[src/rtl/fp_mant_mul_seq_if.sv]
// Handshake and data bundle for the sequential significand multiplier.
// The slave modport is the multiplier's view; master is the upstream/downstream side.
interface fp_mant_mul_seq_if #(
    parameter int MANT_W = 24,
    parameter int TAG_W  = 10
);
    logic                  i_valid;
    logic                  o_ready;
    logic [MANT_W-1:0]     i_mant_a;
    logic [MANT_W-1:0]     i_mant_b;
    logic [TAG_W-1:0]      i_tag;
    logic                  o_valid;
    logic                  i_ready;
    logic [2*MANT_W-1:0]   o_product;
    logic [TAG_W-1:0]      o_tag;
    logic                  o_msb;

    modport master (
        output i_valid, i_mant_a, i_mant_b, i_tag, i_ready,
        input  o_ready, o_valid, o_product, o_tag, o_msb
    );

    modport slave (
        input  i_valid, i_mant_a, i_mant_b, i_tag, i_ready,
        output o_ready, o_valid, o_product, o_tag, o_msb
    );
endinterface

[src/rtl/fp_mant_mul_seq.sv]
// Radix-2 shift-and-add multiplier for 24-bit significands, one add_26bits per iteration,
// 24 iterations per product, with a pass-through sign/exponent tag.
module add_26bits (
    input  logic [25:0] i_a,
    input  logic [25:0] i_b,
    input  logic        i_carry,
    output logic [25:0] o_data,
    output logic        o_carry
);
    assign {o_carry, o_data} = {1'b0, i_a} + {1'b0, i_b} + {26'b0, i_carry};
endmodule

module fp_mant_mul_seq #(
    parameter int MANT_W = 24,  // only 24: the adder is fixed at MANT_W+2 bits
    parameter int TAG_W  = 10
) (
    input logic              i_clk,
    input logic              i_rst_n,
    fp_mant_mul_seq_if.slave bus
);
    localparam int         ACC_W     = MANT_W + 2;
    localparam int         PROD_W    = 2 * MANT_W;
    localparam logic [4:0] LAST_ITER = 5'(MANT_W - 1);

    typedef enum logic [1:0] {IDLE, CALC, DONE} state_e;

    state_e              state_q, state_d;
    logic [MANT_W-1:0]   m_q, m_d;
    logic [MANT_W-1:0]   q_q, q_d;
    logic [ACC_W-1:0]    a_q, a_d;
    logic [TAG_W-1:0]    tag_q, tag_d;
    logic [4:0]          cnt_q, cnt_d;
    logic [PROD_W-1:0]   prod_q, prod_d;
    logic [TAG_W-1:0]    otag_q, otag_d;
    logic                msb_q, msb_d;

    logic [ACC_W-1:0]        add_b;
    logic [ACC_W-1:0]        sum;
    logic                    add_carry;
    logic [ACC_W+MANT_W-1:0] shifted;

    assign add_b = q_q[0] ? {2'b00, m_q} : '0;

    add_26bits u_add (
        .i_a     (a_q),
        .i_b     (add_b),
        .i_carry (1'b0),
        .o_data  (sum),
        .o_carry (add_carry)
    );

    // {carry, sum, Q} >> 1 with the dropped Q[0]; carry is zero by range, so this is {sum, Q} >> 1.
    assign shifted = {add_carry, sum, q_q[MANT_W-1:1]};

    // NOTE: every signal assigned here gets its hold value first, so no path can infer a latch.
    always_comb begin
        state_d = state_q;
        m_d     = m_q;
        q_d     = q_q;
        a_d     = a_q;
        tag_d   = tag_q;
        cnt_d   = cnt_q;
        prod_d  = prod_q;
        otag_d  = otag_q;
        msb_d   = msb_q;

        case (state_q)
            IDLE: begin
                if (bus.i_valid) begin
                    state_d = CALC;
                    m_d     = bus.i_mant_a;
                    q_d     = bus.i_mant_b;
                    a_d     = '0;
                    tag_d   = bus.i_tag;
                    cnt_d   = '0;
                end
            end
            CALC: begin
                a_d   = shifted[ACC_W+MANT_W-1:MANT_W];
                q_d   = shifted[MANT_W-1:0];
                cnt_d = cnt_q + 5'd1;
                if (cnt_q == LAST_ITER) begin
                    state_d = DONE;
                    prod_d  = shifted[PROD_W-1:0];
                    msb_d   = shifted[PROD_W-1];
                    otag_d  = tag_q;
                end
            end
            DONE: begin
                if (bus.i_ready) state_d = IDLE;
            end
            default: state_d = IDLE;
        endcase
    end

    // NOTE: sequential state uses non-blocking assignments; the synchronous reset clears the
    // datapath as well as the FSM so a discarded operation leaves nothing visible behind.
    always_ff @(posedge i_clk) begin
        if (!i_rst_n) begin
            state_q <= IDLE;
            m_q     <= '0;
            q_q     <= '0;
            a_q     <= '0;
            tag_q   <= '0;
            cnt_q   <= '0;
            prod_q  <= '0;
            otag_q  <= '0;
            msb_q   <= 1'b0;
        end else begin
            state_q <= state_d;
            m_q     <= m_d;
            q_q     <= q_d;
            a_q     <= a_d;
            tag_q   <= tag_d;
            cnt_q   <= cnt_d;
            prod_q  <= prod_d;
            otag_q  <= otag_d;
            msb_q   <= msb_d;
        end
    end

    assign bus.o_ready   = (state_q == IDLE);
    assign bus.o_valid   = (state_q == DONE);
    assign bus.o_product = prod_q;
    assign bus.o_tag     = otag_q;
    assign bus.o_msb     = msb_q;
endmodule

[src/flat_wrapper.sv]
// flat-port wrapper written by rule: the top's interface ports become plain ports
module fp_mant_mul_seq_flat 
#(
    parameter int MANT_W = 24,                                                 
    parameter int TAG_W  = 10
)
  (i_clk, i_rst_n, bus_i_valid, bus_i_mant_a, bus_i_mant_b, bus_i_tag, bus_i_ready, bus_o_ready, bus_o_valid, bus_o_product, bus_o_tag, bus_o_msb);
  fp_mant_mul_seq_if #(.MANT_W(MANT_W), .TAG_W(TAG_W)) bus_i ();
  input logic i_clk;
  input logic i_rst_n;
  input wire logic [$bits(bus_i.i_valid)-1:0] bus_i_valid;
  input wire logic [$bits(bus_i.i_mant_a)-1:0] bus_i_mant_a;
  input wire logic [$bits(bus_i.i_mant_b)-1:0] bus_i_mant_b;
  input wire logic [$bits(bus_i.i_tag)-1:0] bus_i_tag;
  input wire logic [$bits(bus_i.i_ready)-1:0] bus_i_ready;
  output wire logic [$bits(bus_i.o_ready)-1:0] bus_o_ready;
  output wire logic [$bits(bus_i.o_valid)-1:0] bus_o_valid;
  output wire logic [$bits(bus_i.o_product)-1:0] bus_o_product;
  output wire logic [$bits(bus_i.o_tag)-1:0] bus_o_tag;
  output wire logic [$bits(bus_i.o_msb)-1:0] bus_o_msb;
  assign bus_i.i_valid = bus_i_valid;
  assign bus_i.i_mant_a = bus_i_mant_a;
  assign bus_i.i_mant_b = bus_i_mant_b;
  assign bus_i.i_tag = bus_i_tag;
  assign bus_i.i_ready = bus_i_ready;
  assign bus_o_ready = bus_i.o_ready;
  assign bus_o_valid = bus_i.o_valid;
  assign bus_o_product = bus_i.o_product;
  assign bus_o_tag = bus_i.o_tag;
  assign bus_o_msb = bus_i.o_msb;
  fp_mant_mul_seq #(.MANT_W(MANT_W), .TAG_W(TAG_W)) u_core (.i_clk(i_clk), .i_rst_n(i_rst_n), .bus(bus_i));
endmodule
[config.mk]
export PLATFORM = sky130hd
export DESIGN_NAME = fp_mant_mul_seq_flat
export DESIGN_NICKNAME = d
export VERILOG_FILES = /design/src/rtl/fp_mant_mul_seq_if.sv /design/src/rtl/fp_mant_mul_seq.sv /design/src/flat_wrapper.sv
export SDC_FILE = /design/constraint.sdc
export NUM_CORES = 1
export LEC_CHECK = 0
export ABC_AREA = 1
export ABC_CLOCK_PERIOD_IN_PS = 3150
export BUFFER_PORTS_ARGS = -buffer_cell sky130_fd_sc_hd__buf_4
export CORE_MARGIN = 10
export CORE_UTILIZATION = 27
export CTS_CLUSTER_DIAMETER = 120
export DETAILED_ROUTE_END_ITERATION = 12
export SLEW_MARGIN = 0
export SYNTH_ARGS = -nofsm -noshare
export SYNTH_HDL_FRONTEND = slang
export SYNTH_SLANG_ARGS = --single-unit
[constraint.sdc]
create_clock -name i_clk -period 3.15 [get_ports i_clk]
set_clock_uncertainty 0.05 [all_clocks]
set_input_delay 0.315 -clock i_clk [delete_from_list [all_inputs] [get_ports i_clk]]
set_output_delay 0.315 -clock i_clk [all_outputs]
set_load 0.005 [all_outputs]
==> results.toml, run 1 <==
[outcome]
outcome = "completed"

[clocking]
cts_buffer_depth = 2
clk_latency_ps = 430
cts_inserted_buffers = 17
cts_setup_buffers = 0
cts_hold_buf = 0
cts_resized = 0
numClockSinks = 149
cts_tree = "built"
cts.reportedPaths.clkPinSlew_ps = 70
root_buffer = "clkbuf_16"
htreeDepth = 4

[routing]
routed_wl_um = 22200
drc = 0
vias_per_cell = 4.52
avgRoutedWirePerCell_um = 14.4
initialDrtViolationCount = 478
via_count = 6980
drtPass1Iterations = 4
drtAntennaViolNets = 0

[timing]
layout_min_cycle_time_ps = 2360
fmax_ghz = 0.425
worst_pin_slew_ps = 902
fin_crit_sh_pct = 74.8
setup_viol = 0
relSlewSlack_pct = 39.9
whs_ps = 77.0
setup_tns_ps = 0
fin_ws_ps = 795
report.final.slew_viol_count = 0
finalHoldViolCount = 0
rsz0062_at_grt = "no"

[logic_synthesis]
syn_nets = 1180
postSynthAreaPerCell_um2 = 6.76
syn_inst = 1092
synth_seq_area_share_pct = 40.4
synthDistinctLibCells = 33
yosys_warnings = 0
synth_seq_cells = 149
synth_area_um2 = 7380

[pwr]
power_w = 0.00446
powerDensity_nw_per_um2 = 487
ir_worst_vdd_mv = 0.295
power.leakage_nw = 4.64

[grt]
track_usage_pct = 13.3
grt_util_met3_pct = 5.37
busiest_layer = "met2"
grt_max_degree = 86
grt-ovfl-total = 0
antenna_found_initial = 1
grt_pass1_vias = 7024
grt_pass1_wl_um = 36300
met2_usage_pct = 21.5
grt_use_met1_pct = 16.3

[layout]
antenna_cells = 0
final_common_cell = "nand2_1"
design_area_um2 = 9150
most-common-layout-cells = "264 x nand2_1, 167 x nor2_1, 157 x inv_1"
seqCellArea_um2 = 2980
multi_input_area_um2 = 3540
layout-drive-gt1-share_pct = 14.4
area_growth_pct = 24.0
fill_cells = 2932
fin_nets = 1279

[placement]
detailed_place_hpwl_um = 16000
preCtsSetupSlack_ps = 825
portBuffers = 122
dpl_cell_area_um2 = 8540
gp_congestion = 0.886

[critical_path]
crit_path_max_incr_delay_ps = 360
cp-start-kind = "register"
slowest_stage = "ha_1"
worstPathCellList = "buf_4 -> nand2_1 -> inv_1 -> ha_1 -> nand2_1 -> nor2_1 -> nand2_1 -> inv_1 -> nand2_1 -> nand2_1 -> xor2_1 -> nand2_1 -> a21oi_1"
crit_top_cell = "nand2_1"
end_kind = "register"
cp_max_fo = 20
worst-endpoint-arrival_ps = 2660
path_class = "register to register"
required_ps = 3460

[job]
maxCapViolations = 0

[floorplan]
io_pins = 123
die_height_um = 185
core_area_um2 = 27000
dieArea_um2 = 34300
die_w_um = 185
initial_core_util_pct = 27.4
num_rows = 60

[hold_path]
min_path_type = "input pin to register"
-- per-layer routing --
metal | part of all wire (%) | vias up
li1 | - | 3639
met1 | 46 | 3181
met2 | 45 | 143
met3 | 8.1 | 15
met4 | 0.63 | 2
met5 | 0.081 | -
-- stage by stage --
| step | utilization (%) | instances |
|---|---|---|
| finish | 34.0 | 1545 |
| detailed placement | 31.7 | 1513 |
| floorplan | - | 1092 |
| global route | 34.0 | 1545 |
| global placement | 31.7 | 1513 |
| CTS | 34.0 | 1545 |
-- critical path, delay by kind of cell, from the launching register on --
kind	cells	cell delay [ps]
and+or+nand+nor	7	820
adders and majority gates	1	360
DFF	1	350
buffers and inverters	3	320
xor gates and xnor gates	1	230
AOI/OAI and AO/OA	1	130
-- state kept, by name, indices dropped and copies added, names as in the netlist --
signal,flops
u_core.a_q,26
u_core.state_q,2
u_core.bus.o_tag,10
u_core.tag_q,10
u_core.q_q,24
u_core.m_q,24
u_core.cnt_q,5
u_core.bus.o_product,48
-- logic make-up (layout without fill, tap and decap cells) --
family,count (synthesis),in the layout,synth area share (%)
AOI/OAI and AO/OA,212,212,15.8
DFF,149,149,40.4
buffers and inverters,212,324,11.5
xor gates and xnor gates,14,14,1.66
and+or+nand+nor,479,479,26.1
adders and majority gates,26,26,4.51
-- path summary, 6_finish.rpt --
path,from,end,slack [ps],depth (start not counted)
max reg2reg,u_core.q_q[0],u_core.a_q[12],790,13
min,bus_i_tag[1],u_core.tag_q[1],80,3
max,u_core.q_q[0],u_core.a_q[12],790,13
min reg2reg,u_core.cnt_q[4],u_core.cnt_q[4],410,2
-- power breakdown --
| part | switching (W) | leakage, nW | internal [W] | total, W |
|---|---|---|---|---|
| Clock | 0.000994 | 0.299 | 0.00109 | 0.00208 |
| Combinational | 0.000235 | 3.12 | 0.000142 | 0.000377 |
| Sequential | 0.0000427 | 1.21 | 0.00196 | 0.00200 |
| Total | 0.00127 | 4.64 | 0.00319 | 0.00446 |
-- synth_stat cells --
| cell | instances | area share, % |
|---|---|---|
| nand2_1 | 264 | 13 |
| buf_1 | 3 | 0.15 |
| fa_1 | 1 | 0.27 |
| clkbuf_2 | 1 | 0.068 |
| a21oi_1 | 93 | 6.3 |
| buf_4 | 6 | 0.61 |
| inv_1 | 157 | 8.0 |
| inv_2 | 5 | 0.25 |
| a211oi_1 | 2 | 0.20 |
| and2_1 | 2 | 0.17 |
| nor4_1 | 1 | 0.085 |
| a21o_1 | 2 | 0.20 |
| clkbuf_1 | 25 | 1.3 |
| nor3_1 | 1 | 0.068 |
| or2_1 | 1 | 0.085 |
| nand4_1 | 8 | 0.68 |
| o211ai_1 | 1 | 0.10 |
| buf_6 | 2 | 0.31 |
| nand3b_1 | 4 | 0.41 |
| o21ai_0 | 82 | 5.6 |
| xor2_1 | 14 | 1.7 |
| nor2_1 | 167 | 8.5 |
| o221ai_1 | 24 | 2.8 |
| nor2_4 | 1 | 0.15 |
| o21bai_1 | 1 | 0.10 |
| o21ai_1 | 7 | 0.47 |
| nand2_2 | 2 | 0.17 |
| nor2_8 | 2 | 0.54 |
| dfxtp_1 | 149 | 40 |
| ha_1 | 25 | 4.2 |
| buf_2 | 13 | 0.88 |
| nor2_2 | 1 | 0.085 |
| nand3_1 | 25 | 1.7 |
-- final cells by class --
cell class              count  share of cell area (%)
multi-input cells         731                    38.7
flip-flops and latches    149                    32.6
repair buffers            130                    10.7
inverters                 162                    6.64
well taps                 341                    4.66
clock buffers              17                    4.65
clock inverters            15                    2.06
Note: power is estimated with default switching activity, not from simulation.
==> run 2: changes to the inputs <==
Settings changed: ABC_CLOCK_PERIOD_IN_PS 3150 to 2200.
Clock period 3.15 ns to 2.2 ns, I/O delays scaled along.
==> results.toml, run 2 (same netlist as run 1, synthesis figures left out) <==
[floorplan]
num_rows = 60
dieArea_um2 = 34300
core_area_um2 = 27000
die_height_um = 185
die_w_um = 185
initial_core_util_pct = 27.4
io_pins = 123

[pwr]
powerDensity_nw_per_um2 = 629
ir_worst_vdd_mv = 0.362
power.leakage_nw = 5.11

[timing]
fin_ws_ps = 55.8
relSlewSlack_pct = 44.8
layout_min_cycle_time_ps = 2140
fin_crit_sh_pct = 97.5
report.final.slew_viol_count = 0
finalHoldViolCount = 0
whs_ps = 2.54
worst_pin_slew_ps = 828
fmax_ghz = 0.466
rsz0062_at_grt = "yes"
setup_viol = 0

[layout]
multi_input_area_um2 = 4300
antenna_cells = 0
fill_cells = 2748
instances_no_fill = 1605
seqCellArea_um2 = 2990
fin_nets = 1339
utilization_pct = 39.0
design_area_um2 = 10500
layout-drive-gt1-share_pct = 28.6
most-common-layout-cells = "202 x nand2_1, 158 x buf_4, 148 x nor2_1, 148 x dfxtp_1, 142 x inv_1"
final_common_cell = "nand2_1"
area_growth_pct = 42.6
largest_register_ffs = 48

[hold_path]
min_path_type = "input pin to register"

[clocking]
cts_inserted_buffers = 17
clk_latency_ps = 430
cts_buffer_depth = 2
numClockSinks = 149
cts.reportedPaths.clkPinSlew_ps = 70
htreeDepth = 4
root_buffer = "clkbuf_16"
cts_tree = "built"

[routing]
avgRoutedWirePerCell_um = 15.3
routed_wl_um = 24600
drtAntennaViolNets = 0
via_count = 7467
drtPass1Iterations = 5
initialDrtViolationCount = 414
drc = 0
vias_per_cell = 4.65

[grt]
grt_pass1_wl_um = 38200
grt-ovfl-total = 0
grt_pass1_vias = 7457
grt_max_degree = 61
antenna_found_initial = 0
track_usage_pct = 13.8

[critical_path]
end_kind = "register"
cp-start-kind = "register"
worst-endpoint-arrival_ps = 2460
cp_max_fo = 6
required_ps = 2520
path_class = "register to register"

[placement]
preCtsSetupSlack_ps = -48.2
dpl_cell_area_um2 = 8750
gp_congestion = 0.870
dp_cells = 1536
portBuffers = 122
detailed_place_hpwl_um = 17000

[job]
maxCapViolations = 0

[outcome]
outcome = "completed"
[run 2: changes by cell type in the layout (fill, tap and decap cells not counted), moves of 13 or more]
| cell | change |
|---|---|
| inv_2 | +14 |
| nand2_4 | +15 |
| buf_4 | +28 |
| nand2_2 | +47 |
| nand2_1 | -62 |
| dlygate4sd3_1 | +26 |
| nor2_1 | -19 |
| ha_4 | +23 |
| nor2_2 | +13 |
| ha_1 | -23 |
| inv_1 | -15 |
[run 2: what timing repair did]
| item | CTS | global route |
|---|---|---|
| setup endpoints to repair | 13 | 38 |
| endpoints found under the hold margin | 26 | 0 |
| gates resized for setup | 14 | 178 |
| gates cloned | 0 | 3 |
| pin swaps | 0 | 50 |
| hold buffers | 26 | 0 |
| setup buffers | 0 | 8 |
[run 2: metrics by stage]
step	power [W]	setup TNS, ps
after floorplan	0.00327	0
after global placement	0.00350	-290
after detailed placement	0.00351	-301
after CTS	0.00660	-35.3
after global routing	0.00690	-367
final	0.00662	0
[run 2: power by group]
group	total, W	internal [W]	switching, W
Sequential	0.00288	0.00280	0.0000746
Combinational	0.000712	0.000316	0.000396
Clock	0.00303	0.00156	0.00146
[run 2: final cells by class]
cell class | count | area share, %
clock buffers | 17 | 4.04
repair buffers | 190 | 14.9
multi-input cells | 731 | 40.9
inverters | 162 | 5.80
well taps | 341 | 4.06
flip-flops and latches | 149 | 28.4
clock inverters | 15 | 1.89
[run 2: path summary, 6_finish.rpt]
check	endpoint	from	depth (start not counted)	slack, ps
max	u_core.a_q[15]	u_core.q_q[0]	13	60
min	u_core.m_q[17]	bus_i_mant_a[17]	3	3
max reg2reg	u_core.a_q[15]	u_core.q_q[0]	13	60
min reg2reg	u_core.bus.o_product[0]	u_core.q_q[1]	2	420
[run 2: critical path, stage by stage, from the launching register on]
cell and delay (ps):
dfxtp_4 390, clkbuf_16 170, nand2_2 70, inv_2 40, ha_4 300, nand2_4 70, nor2_1 130, nand3_1 120
nand2_2 120, nand2_1 60, nand2_1 120, xor2_2 200, nand2_1 90, a21oi_1 130
[run 2: layer usage]
layer | up-vias | share of wire, % | GRT usage [%]
met4 | 0 | 1.5 | 2.63
met2 | 180 | 47 | 23.1
li1 | 3764 | - | -
met1 | 3495 | 43 | 16.5
met5 | - | 0 | 0
met3 | 28 | 7.9 | 5.41
